$ cat config.mk
export PLATFORM = sky130hd
export DESIGN_NAME = baopoco_fft_shift_ctrl
export DESIGN_NICKNAME = d
export VERILOG_FILES = /design/src/rtl/baopoco_fft_shift_ctrl_pkg.sv /design/src/rtl/baopoco_fft_shift_ctrl_sat_counter.sv /design/src/rtl/baopoco_fft_shift_ctrl.sv
export SDC_FILE = /design/constraint.sdc
export NUM_CORES = 1
export LEC_CHECK = 0
export ABC_AREA = 1
export CAP_MARGIN = 20
export CORE_MARGIN = 2
export CORE_UTILIZATION = 51
export CTS_CLUSTER_SIZE = 24
export DETAILED_ROUTE_END_ITERATION = 16
export GPL_TIMING_DRIVEN = 1
export PLACE_DENSITY = 0.92
export RECOVER_POWER = 50
export SLEW_MARGIN = 20
export SYNTH_ARGS = -nofsm -noshare
export SYNTH_HDL_FRONTEND = slang
export SYNTH_SLANG_ARGS = --single-unit
$ cat constraint.sdc
create_clock -name user_clk -period 2.2 [get_ports user_clk]
set_clock_uncertainty 0.05 [all_clocks]
set_input_delay 0.44 -clock user_clk [delete_from_list [all_inputs] [get_ports user_clk]]
set_output_delay 0.44 -clock user_clk [all_outputs]
set_load 0.005 [all_outputs]
$ cat src/rtl/baopoco_fft_shift_ctrl_pkg.sv
// Shared types and register bit positions for the FFT shift controller.
package baopoco_fft_shift_ctrl_pkg;

  typedef enum logic [1:0] {
    WAIT_SYNC = 2'd0,
    RUN       = 2'd1,
    PENDING   = 2'd2
  } state_t;

  localparam int CFG_CLR  = 30;
  localparam int CFG_AUTO = 31;

endpackage

$ cat src/rtl/baopoco_fft_shift_ctrl_sat_counter.sv
// Saturating up-counter with synchronous clear (clear wins over increment).
module baopoco_sat_counter #(
  parameter int W = 32
) (
  input  logic         clk,
  input  logic         rst,
  input  logic         clr,
  input  logic         inc,
  output logic [W-1:0] cnt
);

  always_ff @(posedge clk or posedge rst) begin
    if (rst) begin
      cnt <= '0;
    end else if (clr) begin
      cnt <= '0;
    end else if (inc && (cnt != '1)) begin
      cnt <= cnt + W'(1);
    end
  end

endmodule

$ cat src/rtl/baopoco_fft_shift_ctrl.sv
// Applies software shift schedules on FFT frame boundaries, counts
// overflowing frames and optionally raises the schedule on overflow.
module baopoco_fft_shift_ctrl
  import baopoco_fft_shift_ctrl_pkg::*;
#(
  parameter int SHIFT_W = 12,
  parameter int CNT_W   = 32
) (
  input  logic               user_clk,
  input  logic               user_rst,
  input  logic [31:0]        cfg_in,
  input  logic               sync_in,
  input  logic               of_in,
  output logic [SHIFT_W-1:0] shift_out,
  output logic               sync_out,
  output logic               pending_out,
  output logic               of_sticky,
  output logic [CNT_W-1:0]   of_frames
);

  state_t state, state_nx;

  logic [SHIFT_W-1:0] req;
  logic [SHIFT_W-1:0] req_q;
  logic [SHIFT_W-1:0] shift_inc;
  logic               frame_of;
  logic               clr_q;
  logic               change;
  logic               apply;
  logic               auto_up;
  logic               acct;
  logic               clr;
  logic               unused_cfg;

  assign req        = cfg_in[SHIFT_W-1:0];
  assign unused_cfg = ^cfg_in[29:SHIFT_W];
  assign change     = (req != req_q);

  always_comb begin
    state_nx = state;
    apply    = 1'b0;
    unique case (state)
      WAIT_SYNC: begin
        if (sync_in) begin
          apply    = 1'b1;
          state_nx = RUN;
        end
      end
      RUN: begin
        if (change) begin
          if (sync_in) apply = 1'b1;
          else state_nx = PENDING;
        end
      end
      PENDING: begin
        if (sync_in) begin
          apply    = 1'b1;
          state_nx = RUN;
        end
      end
      default: state_nx = WAIT_SYNC;
    endcase
  end

  // Sets the lowest clear bit; all-ones maps to itself.
  assign shift_inc = shift_out | (shift_out + SHIFT_W'(1));

  assign acct    = sync_in & frame_of & (state != WAIT_SYNC);
  assign auto_up = sync_in & frame_of & cfg_in[CFG_AUTO] & ~apply;
  assign clr     = cfg_in[CFG_CLR] & ~clr_q;

  assign pending_out = (state == PENDING);

  always_ff @(posedge user_clk or posedge user_rst) begin
    if (user_rst) begin
      state     <= WAIT_SYNC;
      req_q     <= '0;
      shift_out <= '1;
      sync_out  <= 1'b0;
      frame_of  <= 1'b0;
      clr_q     <= 1'b0;
      of_sticky <= 1'b0;
    end else begin
      state    <= state_nx;
      req_q    <= req;
      sync_out <= sync_in;
      clr_q    <= cfg_in[CFG_CLR];
      if (apply) begin
        shift_out <= req;
      end else if (auto_up) begin
        shift_out <= shift_inc;
      end
      // The sync cycle's flag belongs to the frame it starts.
      if (sync_in) frame_of <= of_in;
      else frame_of <= frame_of | of_in;
      if (clr) of_sticky <= 1'b0;
      else if (acct) of_sticky <= 1'b1;
    end
  end

  baopoco_sat_counter #(
    .W (CNT_W)
  ) u_cnt (
    .clk (user_clk),
    .rst (user_rst),
    .clr (clr),
    .inc (acct),
    .cnt (of_frames)
  );

endmodule

; Word level (Yosys, flattened, before mapping)
; Cells that the tools add are included.
[word_totals]
input_bits = 36
output_inout_bits = 47
romBits = 0
mem_count = 0
ff_bits = 62
mem_bits_rw = 0
latch_bits = 0
wordCells = 48
[classes]
eq_ne = 7
addsub = 2
n_mux = 14
n_reduce_logical = 8
mul = 0
div_mod_pow = 0
order_cmp = 0
n_shift = 0
n_bitwise = 9
[ops]
columns = op, count
row1 = $mux 32, 2
row2 = $add 32x1->32 const B, 1
row3 = $ne 32x32->1 const B, 1
row4 = $mux 12, 2
row5 = $add 12x1->12 const B, 1
row6 = $ne 12x12->1, 1
row7 = $or 12x12->12, 1
row8 = $reduce_bool 2->1, 4
row9 = $mux 2, 3
row10 = $and 1x1->1, 5
row11 = $mux 1, 5
row12 = $ne 2x2->1 const B, 2
row13 = $pmux 2 s2, 1
row14 = $reduce_and 3->1, 1
row15 = $eq 2x1->1 const B, 1
row16 = $eq 2x2->1 const B, 1
row17 = $logic_not 2->1, 1
row18 = $ne 2x1->1 const B, 1
row19 = $not 1->1, 2
row20 = $pmux 1 s2, 1
row21 = $reduce_or 2->1, 1
row22 = $logic_and 1x1->1, 1
row23 = $or 1x1->1, 1

; Logic depth before layout (Yosys ltp)
; Gate-level depths: netlist of the first run.
[depth]
word_depth = 7
mapped_depth = 12
depth_no_buf = 11

; Modules after synthesis
; From an unflattened synthesis of the first run, not the netlist that was laid out.
[unflattened]
cells_unflattened = 538
area_unflattened_um2 = 3742.3
[by_module_without_submodules]
columns = mod, seq_area_each_um2, cells_each, instances, area_each_um2
row1 = baopoco_sat_counter, 800.8, 360, 1, 2274.7
row2 = baopoco_fft_shift_ctrl, 765.7, 178, 1, 1467.7

; Worst setup path after synthesis of the first run
; No wires, ideal clock.
[synth_path]
path_kind = flip-flop to flip-flop
from = reg u_cnt.cnt[0]
to = reg u_cnt.cnt[4]
setup_time_ns = 0.074
path_stages_with_launch = 10
path_slack_ns = 0.500
period_less_slack_ns = 1.700
t_arrival_ns = 1.576
path_buffers = 1
t_required_ns = 2.076
cell_sequence = dfrtp_1 -> ha_1 -> nand2_2 -> nor2_4 -> nand2_4 -> nor2_8 -> a21boi_4 -> buf_2 -> nand4_1 -> o21ai_2
[synth_via]
elab_chain_len = 3
elab_cells_between_ends = 6
cone_classes = add/sub (1) / eq/ne (1) / mux (2) / reduce/logical (2)
[synth_lines]
columns = element, line_no
row1 = start: declaration, baopoco_fft_shift_ctrl_sat_counter.sv:9  ; output logic [W-1:0] cnt
row2 = start signal: assignment, baopoco_fft_shift_ctrl_sat_counter.sv:18  ; cnt <= cnt + W'(1);
row3 = $add 32x1->32 / $ne 32x32->1 (equally long branches), "baopoco_fft_shift_ctrl_sat_counter.sv:18, baopoco_fft_shift_ctrl_sat_counter.sv:17"
row4 = $mux 32 / $logic_and 1x1->1 (equally long branches), baopoco_fft_shift_ctrl_sat_counter.sv:17  ; end else if (inc && (cnt != '1)) begin
row5 = $mux 32 / $reduce_bool 2->1 (equally long branches), --
; Parallel ways exist; a longest one is shown, timed or not. The select of a mux whose other input is x is not followed.
; A chain may end at the register's enable or synchronous reset.

; Final worst setup path of the first run
[layout_path]
from = in cfg_in[3]
to = reg shift_out[6]
[layout_via]
elab_chain_len = 6
elab_cells_between_ends = 7
cone_classes = eq/ne (1) / mux (3) / bitwise (2) / reduce/logical (1)
[layout_lines]
columns = element, line_no
row1 = start: declaration, baopoco_fft_shift_ctrl.sv:11  ; input logic [31:0] cfg_in,
row2 = $ne 12x12->1 *, baopoco_fft_shift_ctrl.sv:37  ; assign change = (req != req_q);
row3 = $mux 1 *, baopoco_fft_shift_ctrl.sv:50  ; if (change) begin
row4 = $pmux 1 s2 *, baopoco_fft_shift_ctrl.sv:42  ; unique case (state)
row5 = $not 1->1, baopoco_fft_shift_ctrl.sv:69  ; assign auto_up = sync_in & frame_of & cfg_in[CFG_AUTO] & ~apply;
row6 = $and 1x1->1, baopoco_fft_shift_ctrl.sv:69
row7 = $reduce_bool 2->1 (no line), --
row8 = end signal: assignment, baopoco_fft_shift_ctrl.sv:89  ; shift_out <= req;
row9 = end signal: assignment, baopoco_fft_shift_ctrl.sv:91  ; shift_out <= shift_inc;
row10 = end: declaration, baopoco_fft_shift_ctrl.sv:14  ; output logic [SHIFT_W-1:0] shift_out,
; Every way passes the cells marked *; elsewhere a longest branch is shown, timed or not.

==> metrics.txt, run 1 <==
die area=~8000 um^2; reg-to-reg slack, setup=around 0.21 ns; Seq. cell area=between 1500 and 2000 um^2; Vias=3700; DRT Pass-1 Iters=5; Critical Path End Type=flop; Final Hold Fails=0; fin area=about 4700 um^2; Internal=1.95 mW; R2R Path End=u_cnt.cnt[17]; hold path endpoint=frame_of; Yosys reg bits=between 60 and 70; CP Data Required Time=approximately 2.4 ns; register area share after synthesis=0.420; Synth top cells by count=nand2_1 (155), inv_1 (71), dfrtp_1 (50); Distinct cells, synth=33; final WL=between 9000 and 10000 um; sw frac=0.281; CTS H-Tree Depth=3; Post-route DRC=0; synth top area cells=dfrtp_1 (34%), nand2_1 (16%), dfstp_2 (8.5%); dpl cells=667; most common cell in the netlist=nand2_1; Final GP Congestion=0.968; Setup Viol. Count Final=0; vias in the first global route=about 3300; post-synthesis async set-or-reset flop share=1.00; IO buf count=between 60 and 70; Fillers=roughly 570; unrepaired setup endpoints after global routing=false; root buf cell=clkbuf_8; Std-Cell Rows=31; total core area=slightly above 7000 um^2; syn nets=about 540; crit path launch type=input pin; Total Routing Usage GR=0.254; First DRT Iteration DRCs=between 300 and 400; initial antenna violation count=0; Synth warnings=0; critical path type=in -> reg; main flop type after synthesis=dfrtp_1; Pins Over Slew Limit=0; EDFF count, synth=0; # clock sinks=62; placed cell area=4560 um^2; Fmax=499 MHz; Cells after Synth=around 500; Worst Hold Depth=1; R2R depth=10; Area Growth Syn to Fin=26.8%; TritonCTS clock tree=built; Post-DP HPWL=7260 um; antenna viol nets, final=0; hold crit path type=reg -> reg; Die Y=89.5 um; CTS resizes=0; multi-input logic area=between 1500 and 2000 um^2; Crit Path Max Fanout=13; beginning of the worst hold path=frame_of; Max VDD drop=~0.35 mV; max_slew headroom=0.420; Skew-Pair Late Insertion Delay=roughly 0.35 ns; I/O pin total=83; per-instance average area after synthesis=around 7.4 um^2; initial core utilization=0.519; largest net degree at the start of global routing=34; area leader, netlist=dfrtp_1; cts bufs inserted=9; post-route insts no fill=approximately 680; CP Launch Point=cfg_in[3]; Die W=89.5 um; Synth top area share=0.336; combinational share of power=0.161; Max Buffers Root-to-Sink=2; leak pwr=around 2.2 nW; Post-Synthesis Cell Area=around 3700 um^2; clock power share=0.367; Crit Reg-Reg Startpoint=u_cnt.cnt[1]; post-route minimum period=about 2 ns; first-pass GRT wire length=between 15000 and 20000 um; clk slew on worst S/H paths=~0.070 ns; Slew @ Worst Pin=0.870 ns; share of cells above drive strength 1=0.139; critical path arrival=~2.3 ns; Hold Slack=0.437 ns; Max Cap Viol=0; Period Utilization, post-route=0.910; Layout Nets=between 600 and 700; final core occ=0.659; wire length per cell=roughly 14 um; postcts setup bufs=0; outcome=finished clean; total power=around 2.7 mW; sequential fraction of design power=0.472; grt total ovfl=0; ant diodes=0; sw power=around 0.76 mW; Avg Vias per Cell=about 5.4; Hold-fix buffers, CTS=0; pwr dens=about 570 nW/um^2
-- critical path, cell delays in order --
cell and delay [ns]:
dlygate4sd3_1 0.58, inv_1 0.09, nand2_1 0.06, nand2_1 0.05, nand2_1 0.06, nor2_1 0.18, nand3_1 0.14, nand2_1 0.10
nand2_1 0.26, nand2_1 0.15, nand2_1 0.07, inv_1 0.05
-- logic make-up (layout without fill, tap and decap cells) --
group                      count (synthesis)  after routing  share of synthesized area
buffers and inverters                     84            166                     0.0900
and+or+nand+nor                          297            297                      0.366
AOI/OAI and AO/OA                         44             44                     0.0873
DFF                                       62             62                      0.420
xor gates and xnor gates                  14             14                     0.0329
adders and majority gates                  1              1                    0.00336
-- registers in the layout, summed over array words and instances, names as in the netlist --
register and cells:
clr_q 1, frame_of 1, of_sticky 1, req_q 12, shift_out 12, state 2, sync_out 1, u_cnt.cnt 32
-- cell usage in the layout (no fill, tap or decap), types with 5 or more instances in the layout --
cell             count
nand2_1            155
inv_1               71
dfrtp_1             50
clkdlybuf4s50_1     46
nor2_1              45
nand3_1             32
nand4_1             27
o21ai_2             19
dlygate4sd3_1       18
o21ai_0             16
nor3_1              12
dfstp_2             12
xnor2_1             10
clkbuf_8             9
nor2_2               7
buf_4                6
nand3b_1             5
-- stage by stage --
step | setup TNS, ns | setup WS, ns
global placement | 0 | 0.0222
global route | 0 | 0.0579
finish | 0 | 0.197
CTS | 0 | 0.211
detailed placement | -0.179 | -0.0388
floorplan | 0 | 0.188
-- power by group through the flow --
| stage | combinational (mW) | sequential, mW | clock [mW] |
|---|---|---|---|
| after floorplan | 0.226 | 1.29 | 0 |
| after global placement | 0.432 | 1.30 | 0 |
| after CTS | 0.449 | 1.28 | 1.00 |
| after global routing | 0.482 | 1.29 | 1.06 |
| after detailed placement | 0.445 | 1.30 | 0 |
| final | 0.436 | 1.28 | 0.992 |
-- layout make-up --
type	instances	share of cell area
Timing Repair Buffer	76	0.157
Inverter	74	0.0588
Clock inverter	6	0.0132
Tap cell	99	0.0262
Sequential cell	62	0.331
Clock buffer	10	0.0270
Multi-Input combinational cell	356	0.386
-- worst max path at each step --
stage	to	slack, ns	cells past startpoint
2_1_floorplan	clr_q	0.19	1
6_report	shift_out[6]	0.20	12
4_1_cts	pending_out	0.21	3
3_3_place_gp	shift_out[9]	0.02	8
5_1_grt	shift_out[6]	0.06	12
3_5_place_dp	shift_out[9]	-0.04	8
-- routing by layer --
layer	global-route usage	part of all wire	vias up
li1	-	-	1754
met1	0.353	0.41	1744
met2	0.395	0.49	174
met3	0.0406	0.068	28
met4	0.106	0.027	0
met5	0	0	-
Note: power is estimated with default switching activity, not from simulation.
==> run 2: changes to the inputs <==
Settings changed: CTS_CLUSTER_SIZE 24 to 12.
==> results of run 2 <==
Final layout, timing and power as in run 1 (identical DEF).
==> run 3: changes to the inputs <==
Settings changed: CTS_BUF_LIST set to sky130_fd_sc_hd__clkbuf_8 sky130_fd_sc_hd__clkbuf_16, CTS_CLUSTER_SIZE 12 to 14.
==> metrics.txt, run 3 (synthesis gave the netlist of run 1 again) <==
outcome=finished clean (unchanged); IO buf count=64 (unchanged); CP endpoint=shift_out[9] (was shift_out[6]); vias in the first global route=3349 (unchanged); Avg Vias per Cell=5.42 (unchanged); I/O pin total=83 (unchanged); postcts setup bufs=0 (unchanged); CTS resizes=0 (unchanged); critical path type=in -> reg (unchanged); worst-path cell chain=dlygate4sd3_1 > inv_1 > nand2_1 > nand2_1 > nand2_1 > nor2_1 > nand3_1 > nand2_1 > nand2_1 > o21ai_0 (was dlygate4sd3_1 > inv_1 > nand2_1 > nand2_1 > nand2_1 > nor2_1 > nand3_1 > nand2_1 > nand2_1 > nand2_1 > nand2_1 > inv_1); sum of negative setup slack=0 ns (unchanged); root buf cell=clkbuf_8 (unchanged); wire length per cell=14.4 um (about the same); Skew-Pair Late Insertion Delay=0.35 ns (about the same); Post-route DRC=0 (unchanged); total core area=7180 um^2 (unchanged); final core occ=0.659 (unchanged); CP Data Required Time=2.42 ns (was 2.44 ns); TritonCTS clock tree=built (unchanged); Top Registers=u_cnt.cnt (32), req_q (12), shift_out (12) (unchanged); WP buf/inv=2 (was 3); share of cells above drive strength 1=0.139 (unchanged); Slew @ Worst Pin=0.870 ns (about the same); pre-CTS setup slack=-0.0388 ns (unchanged); R2R Path End=u_cnt.cnt[17] (unchanged); die area=8010 um^2 (unchanged); fin area=4730 um^2 (unchanged); max_slew headroom=0.420 (about the same); Max VDD drop=0.348 mV (unchanged); clk slew on worst S/H paths=0.07 ns (about the same); DRT Pass-1 Iters=5 (unchanged); antenna viol nets, final=0 (unchanged); Die W=89.5 um (unchanged); post-route minimum period=2.01 ns (was 2.00 ns); max reg flops=32 (unchanged); CP max-delay cell=dlygate4sd3_1 (unchanged); R2R depth=10 (unchanged); leak pwr=2.16 nW (was 2.15 nW); most frequent cells in the layout=nand2_1 (155), inv_1 (72), dfrtp_1 (50), clkdlybuf4s50_1 (46), nor2_1 (45) (was nand2_1 (155), inv_1 (71), dfrtp_1 (50), clkdlybuf4s50_1 (46), nor2_1 (45)); Std-Cell Rows=31 (unchanged); Final GP Congestion=0.968 (unchanged); placed cell area=4560 um^2 (unchanged); cts bufs inserted=9 (unchanged); dpl cells=667 (unchanged); Crit Reg-Reg Startpoint=u_cnt.cnt[1] (unchanged); commonest non-fill, non-tap cell in the layout=nand2_1 (unchanged); Vias=3700 (unchanged); Critical Path End Type=flop (unchanged); reg-to-reg slack, setup=0.21 ns (about the same); Area Growth Syn to Fin=26.8% (unchanged); initial core utilization=0.519 (unchanged); ant diodes=0 (unchanged); Post-DP HPWL=7260 um (unchanged); Layout Nets=616 (unchanged); worst stage delay on the critical path=0.59 ns (was 0.58 ns); final WL=9870 um (was 9860 um); CTS H-Tree Depth=3 (unchanged); most used cell along the critical path=nand2_1 (unchanged); Total Routing Usage GR=0.254 (unchanged); # clock sinks=62 (unchanged); Pins Over Slew Limit=0 (unchanged); grt total ovfl=0 (unchanged); hold crit path type=reg -> reg (unchanged); CP top delay family=simple AND/OR/NAND/NOR gates (unchanged); critical path arrival=2.23 ns (was 2.25 ns); Hold-fix buffers, CTS=0 (unchanged); Max Buffers Root-to-Sink=2 (unchanged); First DRT Iteration DRCs=360 (unchanged); Crit Path Max Fanout=13 (unchanged); unrepaired setup endpoints after global routing=false (unchanged); crit path launch type=input pin (unchanged); CP Launch Point=cfg_in[3] (unchanged); pwr dens=572 nW/um^2 (about the same); Period Utilization, post-route=0.912 (was 0.910); setup ws final=0.193 ns (was 0.197 ns); Reg with most FFs=u_cnt.cnt (unchanged); initial antenna violation count=0 (unchanged); Max Cap Viol=0 (unchanged); Worst path depth=10 (was 12); Setup Viol. Count Final=0 (unchanged); post-route insts no fill=683 (unchanged); Fmax=498 MHz (was 499 MHz); Final Hold Fails=0 (unchanged); Fillers=571 (unchanged); largest net degree at the start of global routing=34 (unchanged); first-pass GRT wire length=15700 um (unchanged); Die Y=89.5 um (unchanged)
[run 3: cell count changes in the layout (fill, tap and decap cells not counted)]
cell | previous run | this run
clkbuf_1 | 4 | 3
inv_1 | 71 | 72
[run 3: metal layers]
layer	GRT usage	wire length, um	vias up
met2	0.395	4850	175
met5	0	0	-
li1	-	-	1754
met3	0.0406	667	28
met1	0.353	4080	1743
met4	0.106	267	0
[run 3: layout make-up]
cell class              count  area (um^2)  share of cell area
flip-flops and latches     62         1570               0.331
clock buffers               9          124              0.0262
clock inverters             7         66.3              0.0140
well taps                  99          124              0.0262
multi-input cells         356         1830               0.386
inverters                  74          278              0.0588
repair buffers             76          742               0.157
[run 3: metrics by stage]
| step | hold WS (ns) | power (mW) |
|---|---|---|
| after detailed placement | 0.425 | 1.74 |
| after floorplan | 0.403 | 1.52 |
| after global placement | 0.413 | 1.73 |
| after CTS | 0.312 | 2.72 |
| after global routing | 0.475 | 2.82 |
| final | 0.438 | 2.70 |
[run 3: where the power goes]
part / internal [mW] / switching (mW)
logic: 0.198 / 0.238
clock network: 0.517 / 0.470
registers: 1.23 / 0.0522
total: 1.94 / 0.761
[run 3: worst min path at each step]
stage                         start        end  slack (ns)  depth (start not counted)
after floorplan            frame_of   frame_of        0.40                          1
after global placement     frame_of   frame_of        0.41                          1
after detailed placement   frame_of   frame_of        0.43                          1
after CTS                  user_rst   req_q[4]        0.31                          2
after global routing      of_sticky  of_sticky        0.47                          2
final                      frame_of   frame_of        0.44                          1
